## src/rtl/cpu_pkg.sv

```systemverilog
// rtl/cpu_pkg.sv - shared opcodes, state type and instruction field positions
package cpu_pkg;

   localparam logic [4:0] OP_ADD  = 5'b00011;
   localparam logic [4:0] OP_SUB  = 5'b00100;
   localparam logic [4:0] OP_AND  = 5'b00101;
   localparam logic [4:0] OP_OR   = 5'b00110;
   localparam logic [4:0] OP_SHR  = 5'b00111;
   localparam logic [4:0] OP_SHRA = 5'b01000;
   localparam logic [4:0] OP_SHL  = 5'b01001;
   localparam logic [4:0] OP_ROR  = 5'b01010;
   localparam logic [4:0] OP_ROL  = 5'b01011;
   localparam logic [4:0] OP_ADDI = 5'b01100;
   localparam logic [4:0] OP_ANDI = 5'b01101;
   localparam logic [4:0] OP_ORI  = 5'b01110;
   localparam logic [4:0] OP_MUL  = 5'b01111;
   localparam logic [4:0] OP_DIV  = 5'b10000;
   localparam logic [4:0] OP_NEG  = 5'b10001;
   localparam logic [4:0] OP_NOT  = 5'b10010;

   localparam int OPC_HI = 31;
   localparam int OPC_LO = 27;
   localparam int RA_HI  = 26;
   localparam int RA_LO  = 23;
   localparam int RB_HI  = 22;
   localparam int RB_LO  = 19;
   localparam int RC_HI  = 18;
   localparam int RC_LO  = 15;
   localparam int C_HI   = 18;
   localparam int C_LO   = 0;

   typedef enum logic [2:0] {
      S_IDLE,
      S_T3,
      S_T4,
      S_T5,
      S_T6
   } state_t;

   function automatic logic [15:0] reg_sel(input logic [3:0] idx);
      return 16'h0001 << idx;
   endfunction

   function automatic logic [31:0] sext_c(input logic [18:0] c);
      return {{13{c[18]}}, c};
   endfunction

endpackage

```

## src/rtl/alu_seq_decode.sv

```systemverilog
// rtl/alu_seq_decode.sv - opcode classification for alu_sequencer
// Immediate opcodes are only recognised when ALU_SEQ_IMM_EN is defined.
module alu_seq_decode
   import cpu_pkg::*;
(
   input  logic [4:0] opcode,
   output logic       legal,
   output logic       is_muldiv,
   output logic       is_unary,
   output logic       is_imm,
   output logic [4:0] alu_ops
);

   always_comb begin
      legal     = 1'b0;
      is_muldiv = 1'b0;
      is_unary  = 1'b0;
      is_imm    = 1'b0;
      alu_ops   = opcode;
      case (opcode)
         OP_ADD, OP_SUB, OP_AND, OP_OR, OP_SHR, OP_SHRA, OP_SHL, OP_ROR, OP_ROL: begin
            legal = 1'b1;
         end
         OP_MUL, OP_DIV: begin
            legal     = 1'b1;
            is_muldiv = 1'b1;
         end
         OP_NEG, OP_NOT: begin
            legal    = 1'b1;
            is_unary = 1'b1;
         end
`ifdef ALU_SEQ_IMM_EN
         // immediate forms reuse the register-form ALU operation
         OP_ADDI: begin
            legal   = 1'b1;
            is_imm  = 1'b1;
            alu_ops = OP_ADD;
         end
         OP_ANDI: begin
            legal   = 1'b1;
            is_imm  = 1'b1;
            alu_ops = OP_AND;
         end
         OP_ORI: begin
            legal   = 1'b1;
            is_imm  = 1'b1;
            alu_ops = OP_OR;
         end
`endif
         default: begin
            legal = 1'b0;
         end
      endcase
   end

endmodule

```

## src/rtl/alu_sequencer.sv

```systemverilog
// rtl/alu_sequencer.sv - T3..T6 control-step sequencer driving register/ALU strobes
// Immediate forms addi/andi/ori with imm_out/imm_value exist only when ALU_SEQ_IMM_EN is defined.
module alu_sequencer
   import cpu_pkg::*;
#(
   parameter logic [4:0] CLR_OPS = 5'b00000
) (
   input  logic        clock,
   input  logic        clear,
   input  logic        start,
   input  logic [31:0] instr,
   input  logic        hold,
   output logic [15:0] Rin,
   output logic [15:0] Rout,
   output logic        RYin,
   output logic        RYout,
   output logic        RZin,
   output logic        RZHIout,
   output logic        RZLOout,
   output logic        HIin,
   output logic        LOin,
   output logic [4:0]  ops,
   output logic        busy,
   output logic        done,
`ifdef ALU_SEQ_IMM_EN
   output logic        illegal,
   output logic        imm_out,
   output logic [31:0] imm_value
`else
   output logic        illegal
`endif
);

   state_t      state_q, state_d;
   logic [31:0] ir_q, ir_d;
   logic [15:0] rin_q, rin_d, rout_q, rout_d;
   logic        ryin_q, ryin_d, ryout_q, ryout_d, rzin_q, rzin_d;
   logic        rzhi_q, rzhi_d, rzlo_q, rzlo_d, hiin_q, hiin_d, loin_q, loin_d;
   logic [4:0]  ops_q, ops_d;
   logic        busy_q, busy_d, done_q, done_d, illegal_q, illegal_d;
   logic        imm_q, imm_d;
   logic [31:0] immv_q, immv_d;

   logic [4:0]  dec_opcode, dec_ops;
   logic        dec_legal, dec_muldiv, dec_unary, dec_imm;

   // In IDLE we classify the incoming word; afterwards the latched one.
   assign dec_opcode = (state_q == S_IDLE) ? instr[OPC_HI:OPC_LO] : ir_q[OPC_HI:OPC_LO];

   alu_seq_decode u_decode (
      .opcode    (dec_opcode),
      .legal     (dec_legal),
      .is_muldiv (dec_muldiv),
      .is_unary  (dec_unary),
      .is_imm    (dec_imm),
      .alu_ops   (dec_ops)
   );

   always_comb begin
      state_d   = state_q;
      ir_d      = ir_q;
      rin_d     = rin_q;
      rout_d    = rout_q;
      ryin_d    = ryin_q;
      ryout_d   = ryout_q;
      rzin_d    = rzin_q;
      rzhi_d    = rzhi_q;
      rzlo_d    = rzlo_q;
      hiin_d    = hiin_q;
      loin_d    = loin_q;
      ops_d     = ops_q;
      busy_d    = busy_q;
      done_d    = done_q;
      illegal_d = illegal_q;
      imm_d     = imm_q;
      immv_d    = immv_q;

      if (!hold) begin
         done_d    = 1'b0;
         illegal_d = 1'b0;
         case (state_q)
            S_IDLE: begin
               if (start) begin
                  if (dec_legal) begin
                     ir_d    = instr;
                     state_d = S_T3;
                  end else begin
                     illegal_d = 1'b1;
                  end
               end
            end
            S_T3: state_d = S_T4;
            S_T4: state_d = S_T5;
            S_T5: begin
               if (dec_muldiv) begin
                  state_d = S_T6;
               end else begin
                  state_d = S_IDLE;
                  done_d  = 1'b1;
               end
            end
            S_T6: begin
               state_d = S_IDLE;
               done_d  = 1'b1;
            end
            default: state_d = S_IDLE;
         endcase

         // Strobes are computed for the state being entered so they leave flops.
         busy_d  = (state_d != S_IDLE);
         rin_d   = '0;
         rout_d  = '0;
         ryin_d  = 1'b0;
         ryout_d = 1'b0;
         rzin_d  = 1'b0;
         rzhi_d  = 1'b0;
         rzlo_d  = 1'b0;
         hiin_d  = 1'b0;
         loin_d  = 1'b0;
         ops_d   = CLR_OPS;
         imm_d   = 1'b0;
         immv_d  = '0;
         case (state_d)
            S_T3: begin
               rout_d = reg_sel(ir_d[RB_HI:RB_LO]);
               ryin_d = 1'b1;
            end
            S_T4: begin
               ryout_d = 1'b1;
               rzin_d  = 1'b1;
               ops_d   = dec_ops;
               if (dec_imm) begin
                  imm_d = 1'b1;
`ifdef ALU_SEQ_IMM_EN
                  immv_d = sext_c(ir_q[C_HI:C_LO]);
`endif
               end else if (dec_unary) begin
                  rout_d = reg_sel(ir_q[RB_HI:RB_LO]);
               end else begin
                  rout_d = reg_sel(ir_q[RC_HI:RC_LO]);
               end
            end
            S_T5: begin
               rzlo_d = 1'b1;
               ops_d  = dec_ops;
               if (dec_muldiv) begin
                  loin_d = 1'b1;
               end else begin
                  rin_d = reg_sel(ir_q[RA_HI:RA_LO]);
               end
            end
            S_T6: begin
               rzhi_d = 1'b1;
               hiin_d = 1'b1;
               ops_d  = dec_ops;
            end
            default: ;
         endcase
      end
   end

   always_ff @(posedge clock or negedge clear) begin
      if (!clear) begin
         state_q   <= S_IDLE;
         ir_q      <= '0;
         rin_q     <= '0;
         rout_q    <= '0;
         ryin_q    <= 1'b0;
         ryout_q   <= 1'b0;
         rzin_q    <= 1'b0;
         rzhi_q    <= 1'b0;
         rzlo_q    <= 1'b0;
         hiin_q    <= 1'b0;
         loin_q    <= 1'b0;
         ops_q     <= CLR_OPS;
         busy_q    <= 1'b0;
         done_q    <= 1'b0;
         illegal_q <= 1'b0;
         imm_q     <= 1'b0;
         immv_q    <= '0;
      end else begin
         state_q   <= state_d;
         ir_q      <= ir_d;
         rin_q     <= rin_d;
         rout_q    <= rout_d;
         ryin_q    <= ryin_d;
         ryout_q   <= ryout_d;
         rzin_q    <= rzin_d;
         rzhi_q    <= rzhi_d;
         rzlo_q    <= rzlo_d;
         hiin_q    <= hiin_d;
         loin_q    <= loin_d;
         ops_q     <= ops_d;
         busy_q    <= busy_d;
         done_q    <= done_d;
         illegal_q <= illegal_d;
         imm_q     <= imm_d;
         immv_q    <= immv_d;
      end
   end

   assign Rin     = rin_q;
   assign Rout    = rout_q;
   assign RYin    = ryin_q;
   assign RYout   = ryout_q;
   assign RZin    = rzin_q;
   assign RZHIout = rzhi_q;
   assign RZLOout = rzlo_q;
   assign HIin    = hiin_q;
   assign LOin    = loin_q;
   assign ops     = ops_q;
   assign busy    = busy_q;
   assign done    = done_q;
   assign illegal = illegal_q;

`ifdef ALU_SEQ_IMM_EN
   assign imm_out   = imm_q;
   assign imm_value = immv_q;
`else
   logic unused_imm;
   assign unused_imm = ^{ir_q[14:0], imm_q, immv_q};
`endif

endmodule

```

## config.mk

```make
export PLATFORM = sky130hd
export DESIGN_NAME = alu_sequencer
export DESIGN_NICKNAME = d
export VERILOG_FILES = /design/src/rtl/cpu_pkg.sv /design/src/rtl/alu_seq_decode.sv /design/src/rtl/alu_sequencer.sv
export SDC_FILE = /design/constraint.sdc
export NUM_CORES = 1
export LEC_CHECK = 0
export CAP_MARGIN = 20
export CORE_MARGIN = 3
export CORE_UTILIZATION = 36
export CTS_CLUSTER_SIZE = 40
export DETAILED_ROUTE_END_ITERATION = 6
export SYNTH_ARGS = -nofsm -noshare
export SYNTH_HDL_FRONTEND = slang
export SYNTH_SLANG_ARGS = --single-unit
```

## constraint.sdc

```tcl
create_clock -name clock -period 2.1 [get_ports clock]
set_input_delay 0.315 -clock clock [delete_from_list [all_inputs] [get_ports clock]]
set_output_delay 0.315 -clock clock [all_outputs]
set_load 0.005 [all_outputs]
```

# == Word-level counts from Yosys, hierarchy flattened ==
# Index checks and enable logic that the tools add are counted.
# word_totals
wordCells,79
in_bits,36
regBits,80
output_inout_bits,47
# classes
shifts,4
n_eq_ne,21
mux,29
n_reduce_logical,10
bitwise,1
# op_table
cell,n
32-bit two-way mux,4
"1-bit by 4-bit << shifter with 16-bit output, first input constant",4
16-bit two-way mux,3
16-bit case mux with 2 select lines,1
"5-bit by 4-bit == test with 1-bit output, second input constant",5
"5-bit by 3-bit == test with 1-bit output, second input constant",4
"5-bit == test, second input constant",3
1-bit two-way mux,13
13-bit OR reduction,1
"3-bit by 2-bit == test with 1-bit output, second input constant",4
3-bit two-way mux,4
3-bit case mux with 4 select lines,1
5-bit two-way mux,2
"3-bit by 1-bit == test with 1-bit output, second input constant",2
"3-bit == test, second input constant",2
2-bit nonzero test,3
"5-bit by 2-bit == test with 1-bit output, second input constant",1
4-bit AND reduction,1
2-bit OR reduction,2
3-bit logical NOT,1
3-bit nonzero test,1
3-bit OR reduction,1
1-bit case mux with 2 select lines,1
1-bit inverter,1

# == Depth between registers and ports, before layout ==
# Gate-level depths: netlist of the first run.
# depth
word_depth,12
ltp_mapped,8
depth_no_buf,6

# == Modules after synthesis ==
# From an unflattened synthesis of the first run, not the netlist that was laid out.
# hier_totals
hier_cells,272
area_unflattened_um2,3017.9
# by_module_without_submodules
mod,area_each_um2,seq_area_each_um2,instances,cells_each
alu_sequencer,2897.8,1626.6,1,253
alu_seq_decode,120.1,0.0,1,19

# == Worst setup path after synthesis of the first run ==
# No wires, ideal clock.
# synth_path
kind,reg2reg
startpoint,register state_q[2]
endpoint,register ir_q[17]
stages_incl_launch_ff,7
period_less_slack_ns,2.326
setup_time_ns,0.125
t_required_ns,1.975
setup_slack_ns,-0.226
arrival_ns,2.201
n_path_buf,3
path_cell_list,dfrtp_1 > buf_6 > or4b_4 > buf_6 > nor3_2 > buf_2 > mux2_2
# synth_between
elab_chain_cells,7
elab_cells_between_ends,20
classes_between,eq/ne (13); mux (2); reduce/logical (5)
# synth_rtl
item,line_no,rtl
"start, declared",alu_sequencer.sv:34,"state_t state_q, state_d;"
"start signal, assigned",alu_sequencer.sv:182,state_q <= state_d;
3-bit logical NOT *,"alu_sequencer.sv:48, alu_sequencer.sv:81",
5-bit two-way mux,alu_sequencer.sv:48,assign dec_opcode = (state_q == S_IDLE) ? instr[OPC_HI:OPC_LO] : ir_q[OPC_HI:OPC_LO];
5-bit by 2-bit == test with 1-bit output (tied with other cells),alu_seq_decode.sv:20,case (opcode)
13-bit OR reduction (no source line),n/a,
1-bit two-way mux,alu_seq_decode.sv:20,
2-bit nonzero test (no source line),n/a,
4-bit AND reduction (no source line) *,n/a,
"end signal, assigned",alu_sequencer.sv:183,ir_q <= ir_d;
"end, declared",alu_sequencer.sv:35,"logic [31:0] ir_q, ir_d;"
# Every way passes the cells marked *; elsewhere a longest branch is shown, timed or not.
# A chain may end at the register's enable or synchronous reset.

# == Worst setup path in the final report of the first run ==
# layout_path
startpoint,register state_q[2]
endpoint,register rout_q[7] (netlist: Rout[7])
# layout_between
elab_chain_cells,11
elab_cells_between_ends,38
classes_between,eq/ne (18); shift (1); mux (15); reduce/logical (4)
# layout_rtl
item,line_no,rtl
3-bit logical NOT,"alu_sequencer.sv:48, alu_sequencer.sv:81",
5-bit two-way mux,alu_sequencer.sv:48,
5-bit by 2-bit == test with 1-bit output (tied with other cells),alu_seq_decode.sv:20,
13-bit OR reduction (no source line),n/a,
1-bit two-way mux,alu_seq_decode.sv:20,
3-bit two-way mux or 32-bit two-way mux (tied branches),alu_sequencer.sv:84,if (dec_legal) begin
3-bit two-way mux or 32-bit two-way mux (tied branches),alu_sequencer.sv:83,if (start) begin
3-bit case mux with 4 select lines or 32-bit two-way mux (tied branches),alu_sequencer.sv:81,case (state_q)
3-bit two-way mux or 32-bit two-way mux (tied branches),alu_sequencer.sv:78,if (!hold) begin
3-bit by 2-bit == test with 1-bit output (tied with other cells),alu_sequencer.sv:123,case (state_d)
16-bit case mux with 2 select lines *,alu_sequencer.sv:123,
"end signal, assigned",alu_sequencer.sv:185,rout_q <= rout_d;
"end, declared",alu_sequencer.sv:36,"logic [15:0] rin_q, rin_d, rout_q, rout_d;"
# Every way passes the cells marked *; elsewhere a longest branch is shown, timed or not. The select of a mux whose other input is x is not followed.

==> results.toml, run 1 <==
[run_status]
status = "finished with violations"
violations = "negative setup slack"

[detailed_routing]
remaining_drc_errors = 0
ant_nets = 0
vias = 2645
routedWlPerCell_um = 15.71
drt-total-wl_um = 7947
viasPerCell = 5.227
drt-pass1-iter-count = 6
drtIter0Drc = 131

[pwr]
leakage_uw = 0.002029
power_uw = 5837
vdd_drop_max_uv = 551.4
power_density_nw_per_um2 = 1246

[sta]
tightestPinTransition_ns = 0.4432
hold_viol = 0
slew_headroom_pct = 70.06
finalCriticalPeriod_ns = 2.270
finalWorstSetupSlack_ns = -0.1704
timing.fmax_mhz = 440.4
rsz0062_at_grt = "true"
hold_ws_ns = 0.4774
setup_viol = 25
drv_slew = 0
period_share_pct = 108.1
finClkSkew_ns = 0.01070

[synth]
synthFlopType = "dfrtp_1"
synth_cells = 275
yosys_warnings = 0
synth_top_family_by_area = "compound AO/OA/AOI/OAI gates"
syn-mean-instance-area_um2 = 11.15
synth_edf_count = 0
synthArstFlopShare_pct = 100.0
ys_seq_area_share_pct = 53.04
ys_ff_latch = 65
muxShareOfSynthArea_pct = 7.589
synth_compound_area_share_pct = 20.40
yosysUniqueCellTypes = 60
synth_fa_ha_area_share_pct = 0
synthSimpleGateAreaFrac_pct = 15.42
synth-xor-area-share_pct = 0.5712
netlist_area_um2 = 3067
synth_fp_nets = 311

[global_route]
overflow = 0
grt_max_degree = 66
grtUsageTotal_pct = 16.86
antenna_found_initial = 0
grt_pass1_vias = 2607
grt_first_pass_wirelength_um = 13140

[layout]
syn2layout_area_growth_pct = 52.79
mostFrequentLayoutCells = "65 x dfrtp_1, 65 x clkdlybuf4s50_1, 47 x buf_4"
drive_gt1_share_pct = 34.91
nNetsFinal = 432
antenna_cells = 0
fill_cells = 721

[die]
rows = 33
die_y_um = 98.30
dieArea_um2 = 9662
initial_core_util_pct = 37.14
die_x_um = 98.30
core_area_um2 = 8258
ios = 83

[worst_setup_path]
cp-end-kind = "register"
cp_max_fo = 8
critPathLaunchType = "register"
worst-setup-path-type = "register to register"
r2r_setup_slack_ns = -0.17
reg2reg_depth = 7
crit_slowest_cell = "or4b_4"
max_stage_delay_ns = 0.52
worst_ep_required_time_ns = 2.37
cp_data_arrival_time_ns = 2.54
rr_startpoint = "state_q[2]"
r2r_end = "Rout[7]"
critical_path.cell_chain = "buf_6 -> or4b_4 -> a211o_4 -> o211ai_4 -> o221ai_4 -> or3_4 -> o21ai_1"

[hold_path]
hp-class = "input pin to register"
whs_path_depth = 4
min-delay-start = "hold"
whs_endpoint = "RZLOout"

[clock_network]
insertion_delay_ns = 0.35
cts_tree = "built"
cts-root-buf = "clkbuf_8"
cts.sinks = 65
htreeDepth = 3
cts_buffer_depth = 2
cts_inserted_buffers = 9
clkTransAtPathRegs_ns = 0.08

[run]
maxCapViolations = 0

[placement]
place.gp.congestion = 0.8281
dp_hpwl_um = 5755
port_buffers = 67
==> worst max-delay path by stage <==
stage	start	endpoint	slack, ns	cells after the start
after floorplan	state_q[2]	Rout[7]	-0.13	8
final	state_q[2]	Rout[7]	-0.17	7
after global routing	state_q[0]	Rout[7]	-0.23	7
after detailed placement	start	Rout[7]	-0.41	7
after global placement	start	Rout[15]	-0.35	7
after CTS	state_q[0]	Rout[7]	-0.14	7
==> per-stage QoR <==
step	utilization (%)	setup WS (ns)	TNS (ns)	std cells	cell area, um2
2_1_floorplan	-	-0.1272	-0.7750	275	3080
3_3_place_gp	50.85	-0.3543	-9.032	485	4199
3_5_place_dp	50.85	-0.4143	-10.76	485	4199
4_1_cts	55.06	-0.1389	-1.319	504	4547
5_1_grt	56.74	-0.2343	-3.975	506	4686
6_report	56.74	-0.1704	-1.852	506	4686
==> flip-flops by register name, indices dropped and copies added (netlist names), 3 cells and up <==
signal   flops
ir_q        17
Rin         16
Rout        16
ops          5
state_q      3
==> cell type report <==
cell class                 instances  area [um2]  share of cell area, %
clock buffer                       9       123.9                  2.644
clock inverter                     7       77.57                  1.656
inverter                           2       7.507                 0.1602
multi-input combinational        192        1563                  33.35
sequential                        65        1627                  34.71
tap                              105       131.4                  2.804
timing repair buffer             126        1156                  24.67
==> synthesized netlist by cell type, types with 2 or more instances <==
library cell	number	share of area, %
inv_1	2	0.24
xnor2_1	2	0.57
o21ai_0	13	2.1
and3_1	2	0.41
mux2_2	18	6.6
nand3b_1	2	0.49
a211oi_1	2	0.49
o31ai_1	3	0.73
nor3_1	9	1.5
nand2_1	33	4.0
dfrtp_1	65	53
nor2b_1	5	1.0
or3_1	3	0.61
nor2_1	11	1.3
buf_6	2	0.73
nor3b_1	2	0.49
nand3_1	3	0.49
clkbuf_1	10	1.2
buf_4	2	0.49
mux2i_1	3	0.98
a21o_1	3	0.73
a22o_1	18	5.1
nand2b_1	6	1.2
a32o_1	6	2.0
o21ai_1	9	1.5
a21oi_1	7	1.1
==> cells by family after synthesis <==
kind of cell | after synthesis
XOR/XNOR | 2
buffers and inverters | 18
AND/OR/NAND/NOR | 90
AO/OA/AOI/OAI | 79
multiplexers | 21
flip-flops | 65
==> what timing repair did <==
item | 4_1_cts | 5_1_grt
hold endpoints to repair | 47 | 0
gates cloned | 0 | 0
pin swaps | 16 | 7
setup endpoints to repair | 30 | 44
resized for setup | 34 | 29
hold buffers | 1 | 0
setup buffers | 3 | 2
==> worst max-delay path, delay by kind of cell, from the launching register on <==
kind            cells  cell delay (ns)
simple gates        2             0.90
buf+inv             1             0.13
compound gates      4             0.76
flops               1             0.41
==> power by group <==
part           internal [uW]  switching (uW)  leakage, uW
sequential              1600             296     0.000862
combinational           1560            1300      0.00107
clock                    558             533     0.000100
==> metal layers <==
metal	vias up	global-route usage [%]	share of wire [%]
met3	10	3.286	3.2
met5	-	0	0
met4	0	5.567	1.6
li1	1272	-	-
met1	1311	24.14	47
met2	52	25.74	48
Power figures use the tool's default switching activity.
==> run 2: changes to the inputs <==
Settings changed: CTS_CLUSTER_DIAMETER set to 40.
==> results of run 2 <==
The final DEF is identical to that of run 1; final timing and power are the same.
==> run 3: changes to the inputs <==
Settings changed: ABC_AREA set to 1.
==> run 3 against run 2 <==
The run still ends with negative setup slack left. Core utilization fell by 1.3 points. Clock power fell by 4%. Clock-buffer cell count rose by 2. Area after synthesis rose by 1.6%. Critical path depth rose by 11. Synthesized cell count rose by 37%. Maximum frequency rose by 3.3%. Largest power group unchanged.
==> results.toml, run 3 <==
[layout]
nNetsFinal = 508
largest_reg_flops = 17
mostFrequentLayoutCell = "nand2_1"
multiInputGateArea_um2 = 1560
antenna_cells = 0
largest-register = "ir_q"
drive_gt1_share_pct = 26.21
mostFrequentLayoutCells = "114 x nand2_1, 66 x clkdlybuf4s50_1, 65 x dfrtp_1"
layoutNonFillerInstCount = 582
fill_cells = 779
syn2layout_area_growth_pct = 47.79
ff_latch_area_um2 = 1627

[sta]
setup_viol = 18
finalWorstSetupSlack_ns = -0.09819
tns_ns = -1.186
rsz0062_at_grt = "true"
drv_slew = 0
slew_headroom_pct = 69.22
hold_ws_ns = 0.4599
timing.fmax_mhz = 454.9
finalCriticalPeriod_ns = 2.198
period_share_pct = 104.7
finClkSkew_ns = 0.009076
tightestPinTransition_ns = 0.4617
hold_viol = 0

[run_status]
violations = "negative setup slack"
status = "finished with violations"

[synth]
netlist_area_um2 = 3115
ys_seq_area_share_pct = 52.21
synthFlopType = "dfrtp_1"
yosysUniqueCellTypes = 27
syn-mean-instance-area_um2 = 8.286
ys_top_cells_by_count = "131 x nand2_1, 65 x dfrtp_1, 39 x nand3_1"
synth_edf_count = 0
synthMostInstantiatedCell = "nand2_1"
yosys_warnings = 0
synth_top_area_cell = "dfrtp_1"
synth_fp_nets = 412
yosysTopAreaCellShare_pct = 52.21
ys_ff_latch = 65
synth_cells = 376
synthArstFlopShare_pct = 100.0
netlist_top_cells_area = "dfrtp_1 52%, nand2_1 16%, nand3_1 6.3%"

[clock_network]
cts.sinks = 65
insertion_delay_ns = 0.34
cts_buffer_depth = 2
clkTransAtPathRegs_ns = 0.07
cts_tree = "built"
htreeDepth = 3
cts-root-buf = "clkbuf_8"
cts_inserted_buffers = 9

[pwr]
pwr-share-clk_pct = 16.6
power_density_nw_per_um2 = 1383
vdd_drop_max_uv = 598.2
swShare_pct = 42.00
leakage_uw = 0.002169
seqPwrFrac_pct = 29.2
p_sw_uw = 2674
p_int_uw = 3692
p_comb_share_pct = 54.2

[worst_setup_path]
rr_startpoint = "state_q[0]"
cp_data_arrival_time_ns = 2.48
worst-setup-path-type = "register to register"
cp-end-kind = "register"
critPathLaunchType = "register"
r2r_setup_slack_ns = -0.1
worst_ep_required_time_ns = 2.38
cp_max_fo = 7
r2r_end = "Rout[1]"
reg2reg_depth = 18

[global_route]
grt_pass1_vias = 2636
grt_first_pass_wirelength_um = 12680
grt_util_met1_pct = 21.53
grtUsageTotal_pct = 16.01
overflow = 0
grt.busiest_layer = "met2"
grt_use_met2_pct = 25.46
antenna_found_initial = 0
grt_max_degree = 27
gr-usage-met3_pct = 4.388

[die]
dieArea_um2 = 9806
ios = 83
die_x_um = 99.03
rows = 33
initial_core_util_pct = 37.54
die_y_um = 99.03
core_area_um2 = 8299

[placement]
dp_hpwl_um = 5535
dpl.cell_count = 558
pre_cts_slack_ns = -0.1892
port_buffers = 67
place.gp.congestion = 0.7711

[detailed_routing]
viasPerCell = 4.742
remaining_drc_errors = 0
routedWlPerCell_um = 13.54
vias = 2760
drtIter0Drc = 104
drt-total-wl_um = 7883
ant_nets = 0
drt-pass1-iter-count = 4

[run]
maxCapViolations = 0

[hold_path]
hp-class = "input pin to asynchronous set/reset pin"
## run 3: cell count changes after synthesis, sizes merged, moves of 5 or more
| cell | delta |
|---|---|
| a22o | -18 |
| a32o | -6 |
| clkbuf | -5 |
| inv | +32 |
| mux2 | -18 |
| nand2 | +114 |
| nand2b | -6 |
| nand3 | +44 |
| nor2 | +7 |
| nor2b | -5 |
| nor3 | -7 |
| o21ai | +13 |
## run 3: how the worst max path moves through the flow
stage          slack (ns)       end  depth (start not counted)       start
3_5_place_dp        -0.19  Rout[13]                         13   instr[27]
5_1_grt             -0.26  Rout[13]                         18  state_q[0]
6_report             -0.1   Rout[1]                         18  state_q[0]
4_1_cts             0.002   Rout[2]                         15  state_q[2]
2_1_floorplan        0.25  Rout[10]                         13  state_q[2]
3_3_place_gp        -0.15   Rout[2]                         15   instr[27]
## run 3: what timing repair did
action | 4_1_cts | 5_1_grt
setup endpoints to repair | 2 | 38
hold buffers | 1 | 0
pin swaps | 0 | 31
gates resized for setup | 2 | 64
cloned | 0 | 0
endpoints found under the hold margin | 18 | 0
buffers inserted | 0 | 7
## run 3: layer usage
| metal | up-vias | share of wire, % |
|---|---|---|
| met5 | - | 0 |
| met4 | 0 | 1.4 |
| met3 | 8 | 3.8 |
| met2 | 50 | 50 |
| met1 | 1314 | 45 |
| li1 | 1388 | - |
## run 3: cell families after synthesis
kind of cell	synth area share (%)
buf+inv	5.984
compound gates	7.791
simple gates	34.02
flops	52.21
## run 3: critical path, cell delays in order, from the launching register on
cell and delay [ns]:
dfrtp_1 0.43, nor2_4 0.23, buf_6 0.13, nand3_2 0.08, nand2_4 0.11, inv_2 0.05
nor2_2 0.10, nand2_1 0.06, nand2_1 0.07, inv_2 0.06, nand2_8 0.11, nand2_8 0.08
nand2_2 0.08, nand2_1 0.05, nand2_1 0.08, nand2_2 0.09, nor2_4 0.18, nand3_1 0.09
nand2_1 0.07
## run 3: power by group through the flow
stage	Sequential, uW	Clock, uW	Combinational (uW)
finish	1860	1050	3450
global route	1910	1140	3770
CTS	1840	1080	2630
detailed placement	1860	0	2570
global placement	1850	0	2540
floorplan	1830	0	1580
## run 3: layout make-up
cell class	count	share of cell area (%)
Sequential cell	65	35.33
Multi-Input combinational cell	265	33.89
Inverter	35	2.908
Timing Repair Buffer	96	20.76
Clock inverter	5	1.196
Tap cell	105	2.853
Clock buffer	11	3.071
## run 3: per-stage QoR
| stage | utilization (%) | power, uW | cell area [um2] |
|---|---|---|---|
| floorplan | - | 3412 | 3115 |
| CTS | 51.29 | 5544 | 4257 |
| detailed placement | 48.68 | 4431 | 4040 |
| finish | 55.48 | 6366 | 4604 |
| global route | 55.48 | 6823 | 4604 |
| global placement | 48.68 | 4389 | 4040 |
==> patch 1 (config.mk and constraints of run 3) <==
Build with the macro `ALU_SEQ_IMM_EN` defined.
--- a/src/rtl/alu_seq_decode.sv
+++ b/src/rtl/alu_seq_decode.sv
@@ -1,5 +1,7 @@
 // rtl/alu_seq_decode.sv - opcode classification for alu_sequencer
 // Immediate opcodes are only recognised when ALU_SEQ_IMM_EN is defined.
+`define ALU_SEQ_IMM_EN
+
 module alu_seq_decode
    import cpu_pkg::*;
 (
Check against the original RTL (old outputs only; new: imm_out and imm_value): not equivalent (Yosys sat finds a counterexample within 4 cycles, from zero or initial values).
==> patch 1 against run 3 <==
  * The flow still finishes with violations (setup timing)
  * Setup slack got worse by 0.048 ns
  * Synthesized area increased by 51%
  * Sequential share of layout area increased by 1.1 points
  * First-iteration DRC count increased to 3.5 times the old value
  * Die area increased by 48%
  * Fmax decreased by 2.1%
  * Critical endpoint is now ir_q[23]$_DFFE_PN0P_
  * Total power increased by 42%
  * Critical path type unchanged
  * Largest power group unchanged
  * Clock power increased by 70%
  * Sequential power increased by 49%
  * Critical path depth decreased by 5
  * Final area increased by 49%
  * Sequential cell count increased by 35
  * Via count increased by 54%
  * Routed wire length increased by 65%
==> patch 1: results (changes against run 3) <==
placer's final routability congestion estimate=0.9566 (+24%); placed instance count=848 (+52%); GR Util All Layers=18.62% (+2.6 points); Setup-failing EPs final=48 (+30); Post-Route WL=13.03 mm (+65%); worst vdd ir=608.5 uV (+1.7%); post-DP HPWL=8.985 mm (+62%); core area=12670 um^2 (+53%); leakage=3.000 nW (+38%); Commonest cells post-synth=127 x nand2_1, 100 x dfrtp_1, 66 x o21ai_0, 47 x inv_1, 46 x nor2_1; status=finished, violations left; flip-flop count of the largest register after layout=32 (+15); slowest stage delay, CP=0.41 ns (-0.02 ns); syn_area_per_cell=8.518 um^2 (+2.8%); syn nets=588 (+43%); Synth cell types=32 (+19%); setup_tns=-3.495 ns (-2.309 ns); vias=4245 (+54%); dpl ws=-0.3823 ns (-0.1932 ns); Final Skew=0.008902 ns (-0.0001745 ns); met3 WL post-DR=748 um (+150%); power density over the cells=1319 nW/um^2 (-4.6%); placed cell areas=6255 um^2 (+55%); Vias/cell=4.868 (+2.7%); Crit Path Max Fanout=10 (+3); violated checks=setup timing; wire length on met2=6.233 mm (+58%); CTS buffer count=9 (unchanged); Setup WS post-layout=-0.1458 ns (-0.04759 ns); sequential share of the synthesized area=53.22% (+1.0 points); IO Port Bufs=115 (+72%); DR pass1 iterations=5 (+1); Root Buffer=clkbuf_16; Initial DRC Count=361 (+250%); share of layout cells above drive strength 1=18.57% (-7.6 points); largest net degree at the start of global routing=101 (+270%); synth top area cells=dfrtp_1 53%, nand2_1 10%, o21ai_0 7.0%; Filler cells=1158 (+49%); Worst Tran Pin Value=0.5443 ns (+0.08263 ns)
## patch 1: timing repair
action                                  4_1_cts  5_1_grt
cloned                                        2        0
endpoints found under the setup margin       54       79
resized for setup                            27       37
buffers inserted                              6        0
endpoints found under the hold margin         0        0
pin swaps                                     5        5
## patch 1: power by group
group	internal (mW)	leakage (nW)	switching [mW]
sequential	2.45	1.30	0.323
clock	1.08	0.154	0.704
combinational	2.02	1.55	2.48
## patch 1: cell families after synthesis
logic type / Yosys count / share of synthesized area, %
AOI/OAI and AO/OA: 112 / 12.83
buffers and inverters: 88 / 8.914
DFF: 100 / 53.22
muxes: 2 / 0.4789
and+or+nand+nor: 250 / 24.56
## patch 1: final timing paths
path,end,start,slack (ns),depth (start not counted)
max in group asynchronous,imm_value[14]$_DFFE_PN0N_,clear,1.66,2
worst min register to register,ops[0]$_DFFE_PN0N_,ops[0]$_DFFE_PN0N_,0.48,2
worst min-delay path,state_q[2]$_DFFE_PN0N_,clear,0.03,2
worst max-delay path,ir_q[23]$_DFFE_PN0P_,state_q[1]$_DFFE_PN0N_,-0.15,13
min in group clock,state_q[0]$_DFFE_PN0N_,hold,0.33,3
worst max register to register,ir_q[23]$_DFFE_PN0P_,state_q[1]$_DFFE_PN0N_,-0.15,13
## patch 1: final cells by class
type	instances	area share, %
flip-flops and latches	100	36.46
multi-input cells	365	28.65
repair buffers	168	24.24
clock buffers	13	3.646
well taps	172	3.135
inverters	51	2.862
clock inverters	3	1.003
## patch 1: per-layer routing
layer	track usage [%]	vias up
met5	0	-
met3	4.864	20
li1	-	2074
met2	29.29	127
met4	6.303	0
met1	25.14	2024
==> patch 2 (flow settings as in run 3) <==
Without the edit above. The 5 states of `state_t` get a Gray code encoding in 3 bits.
--- a/src/rtl/cpu_pkg.sv
+++ b/src/rtl/cpu_pkg.sv
@@ -30,11 +30,11 @@
    localparam int C_LO   = 0;
 
    typedef enum logic [2:0] {
-      S_IDLE,
-      S_T3,
-      S_T4,
-      S_T5,
-      S_T6
+      S_IDLE = 3'b000,
+      S_T3   = 3'b001,
+      S_T4   = 3'b011,
+      S_T5   = 3'b010,
+      S_T6   = 3'b110
    } state_t;
 
    function automatic logic [15:0] reg_sel(input logic [3:0] idx);
Formal check against the unedited RTL: same outputs for any inputs over 4 cycles, from zero or initial values; so few cycles prove little.
==> patch 2 against run 3 <==
  * The run still ends with setup timing left
  * Sequential cell count unchanged
  * Setup slack worse by 0.0016 ns
  * Synthesized area down 0.52%
  * Routed wire length down 3.1%
  * Total power down 6.8%
  * Largest cell class unchanged
  * Final area down 2.7%
  * Non-clock buffer count up 2
  * Worst hold slack better by 0.012 ns
==> patch 2: results (changes against run 3) <==
Setup-failing EPs final=17 (-1); wire per inst=13.13 um (-3.1%); dpl ws=-0.1766 ns (+0.01257 ns); slowest stage delay, CP=0.41 ns (-0.02 ns); Filler cells=786 (+0.90%); number of global-route vias before repair=2769 (+5.0%); status=finished, violations left; cell count after synthesis=374 (-0.53%); WL met1=3.512 mm (-0.57%); placer's final routability congestion estimate=0.8123 (+5.3%); synth top area cells=dfrtp_1 52%, nand2_1 13%, nand3_1 5.8%; share of layout cells above drive strength 1=20.55% (-5.7 points); met2 usage=27.01% (+1.5 points); Slew HR=64.80% (-4.4 points); Crit Path Max Fanout=9 (+2); worst vdd ir=615.7 uV (+2.9%); met3 WL post-DR=413 um (+39%); Clk pwr share=22.4% (+5.8 points); syn nets=410 (-0.49%); P_comb=2.84 mW (-18%); post-CTS sizing=12 (+10); Vias/cell=4.713 (-0.62%); sequential share of the synthesized area=52.48% (+0.27 points); Net Switching=2.348 mW (-12%); placed cell areas=4080 um^2 (+0.99%); Initial DRC Count=85 (-18%); Setup WS post-layout=-0.09981 ns (-0.001625 ns); Post-CTS Repair Setup Buffers=1 (+1); Sequential Power Share=29.7% (+0.5 points); GR Util All Layers=16.73% (+0.71 points); grt met1 use=22.00% (+0.46 points); Final Skew=0.006630 ns (-0.002447 ns); Commonest cells post-synth=108 x nand2_1, 65 x dfrtp_1, 36 x nand3_1, 34 x nor2_1, 31 x inv_1; wire length on met2=3.618 mm (-8.3%); ANT cells=0 (unchanged); placed instance count=562 (+0.72%); setup_tns=-1.107 ns (+0.07842 ns); violated checks=setup timing; first-pass GRT wire length=13.21 mm (+4.2%)
==> patch 2: changes by cell type after synthesis, moves of 4 or more <==
cell / run 3 / this run
o21ai_1: 3 / 13
inv_2: 6 / 1
nand3_2: 6 / 1
o21bai_1: 4 / 0
o21ai_2: 0 / 4
nand2_4: 6 / 1
a21oi_1: 2 / 9
nor2_1: 11 / 34
nand2_1: 131 / 108
==> patch 2: final timing paths <==
| check | from | to | slack, ns | cells past startpoint |
|---|---|---|---|---|
| setup / recovery | state_q[1]$_DFFE_PN0N_ | Rout[15]$_DFFE_PN0N_ | -0.1 | 16 |
| hold / removal | clear | ir_q[31]$_DFFE_PN0P_ | 0.47 | 2 |
| setup reg to reg | state_q[1]$_DFFE_PN0N_ | Rout[15]$_DFFE_PN0N_ | -0.1 | 16 |
| hold reg to reg | Rin[2]$_DFFE_PN0N_ | Rin[2]$_DFFE_PN0N_ | 0.48 | 2 |
| max in group asynchronous | clear | RYin$_DFFE_PN0N_ | 1.01 | 3 |
| min in group clock | Rin[2]$_DFFE_PN0N_ | Rin[2]$_DFFE_PN0N_ | 0.48 | 2 |
==> patch 2: logic make-up (layout without fill, tap and decap cells) <==
group / Yosys count / in the layout / synth area share (%)
simple gates: 202 / 203 / 29.59
flops: 65 / 65 / 52.48
compound gates: 59 / 59 / 10.90
buf+inv: 46 / 148 / 6.297
mux: 2 / 2 / 0.7266
==> patch 2: final cells by class <==
class                      instances  area, um^2  area share (%)
tap                              105       131.4           2.933
inverter                          34       133.9           2.989
clock buffer                       9       123.9           2.765
multi-input combinational        264        1396           31.17
clock inverter                     7       125.1           2.793
sequential                        65        1627           36.31
timing repair buffer              98       942.2           21.03
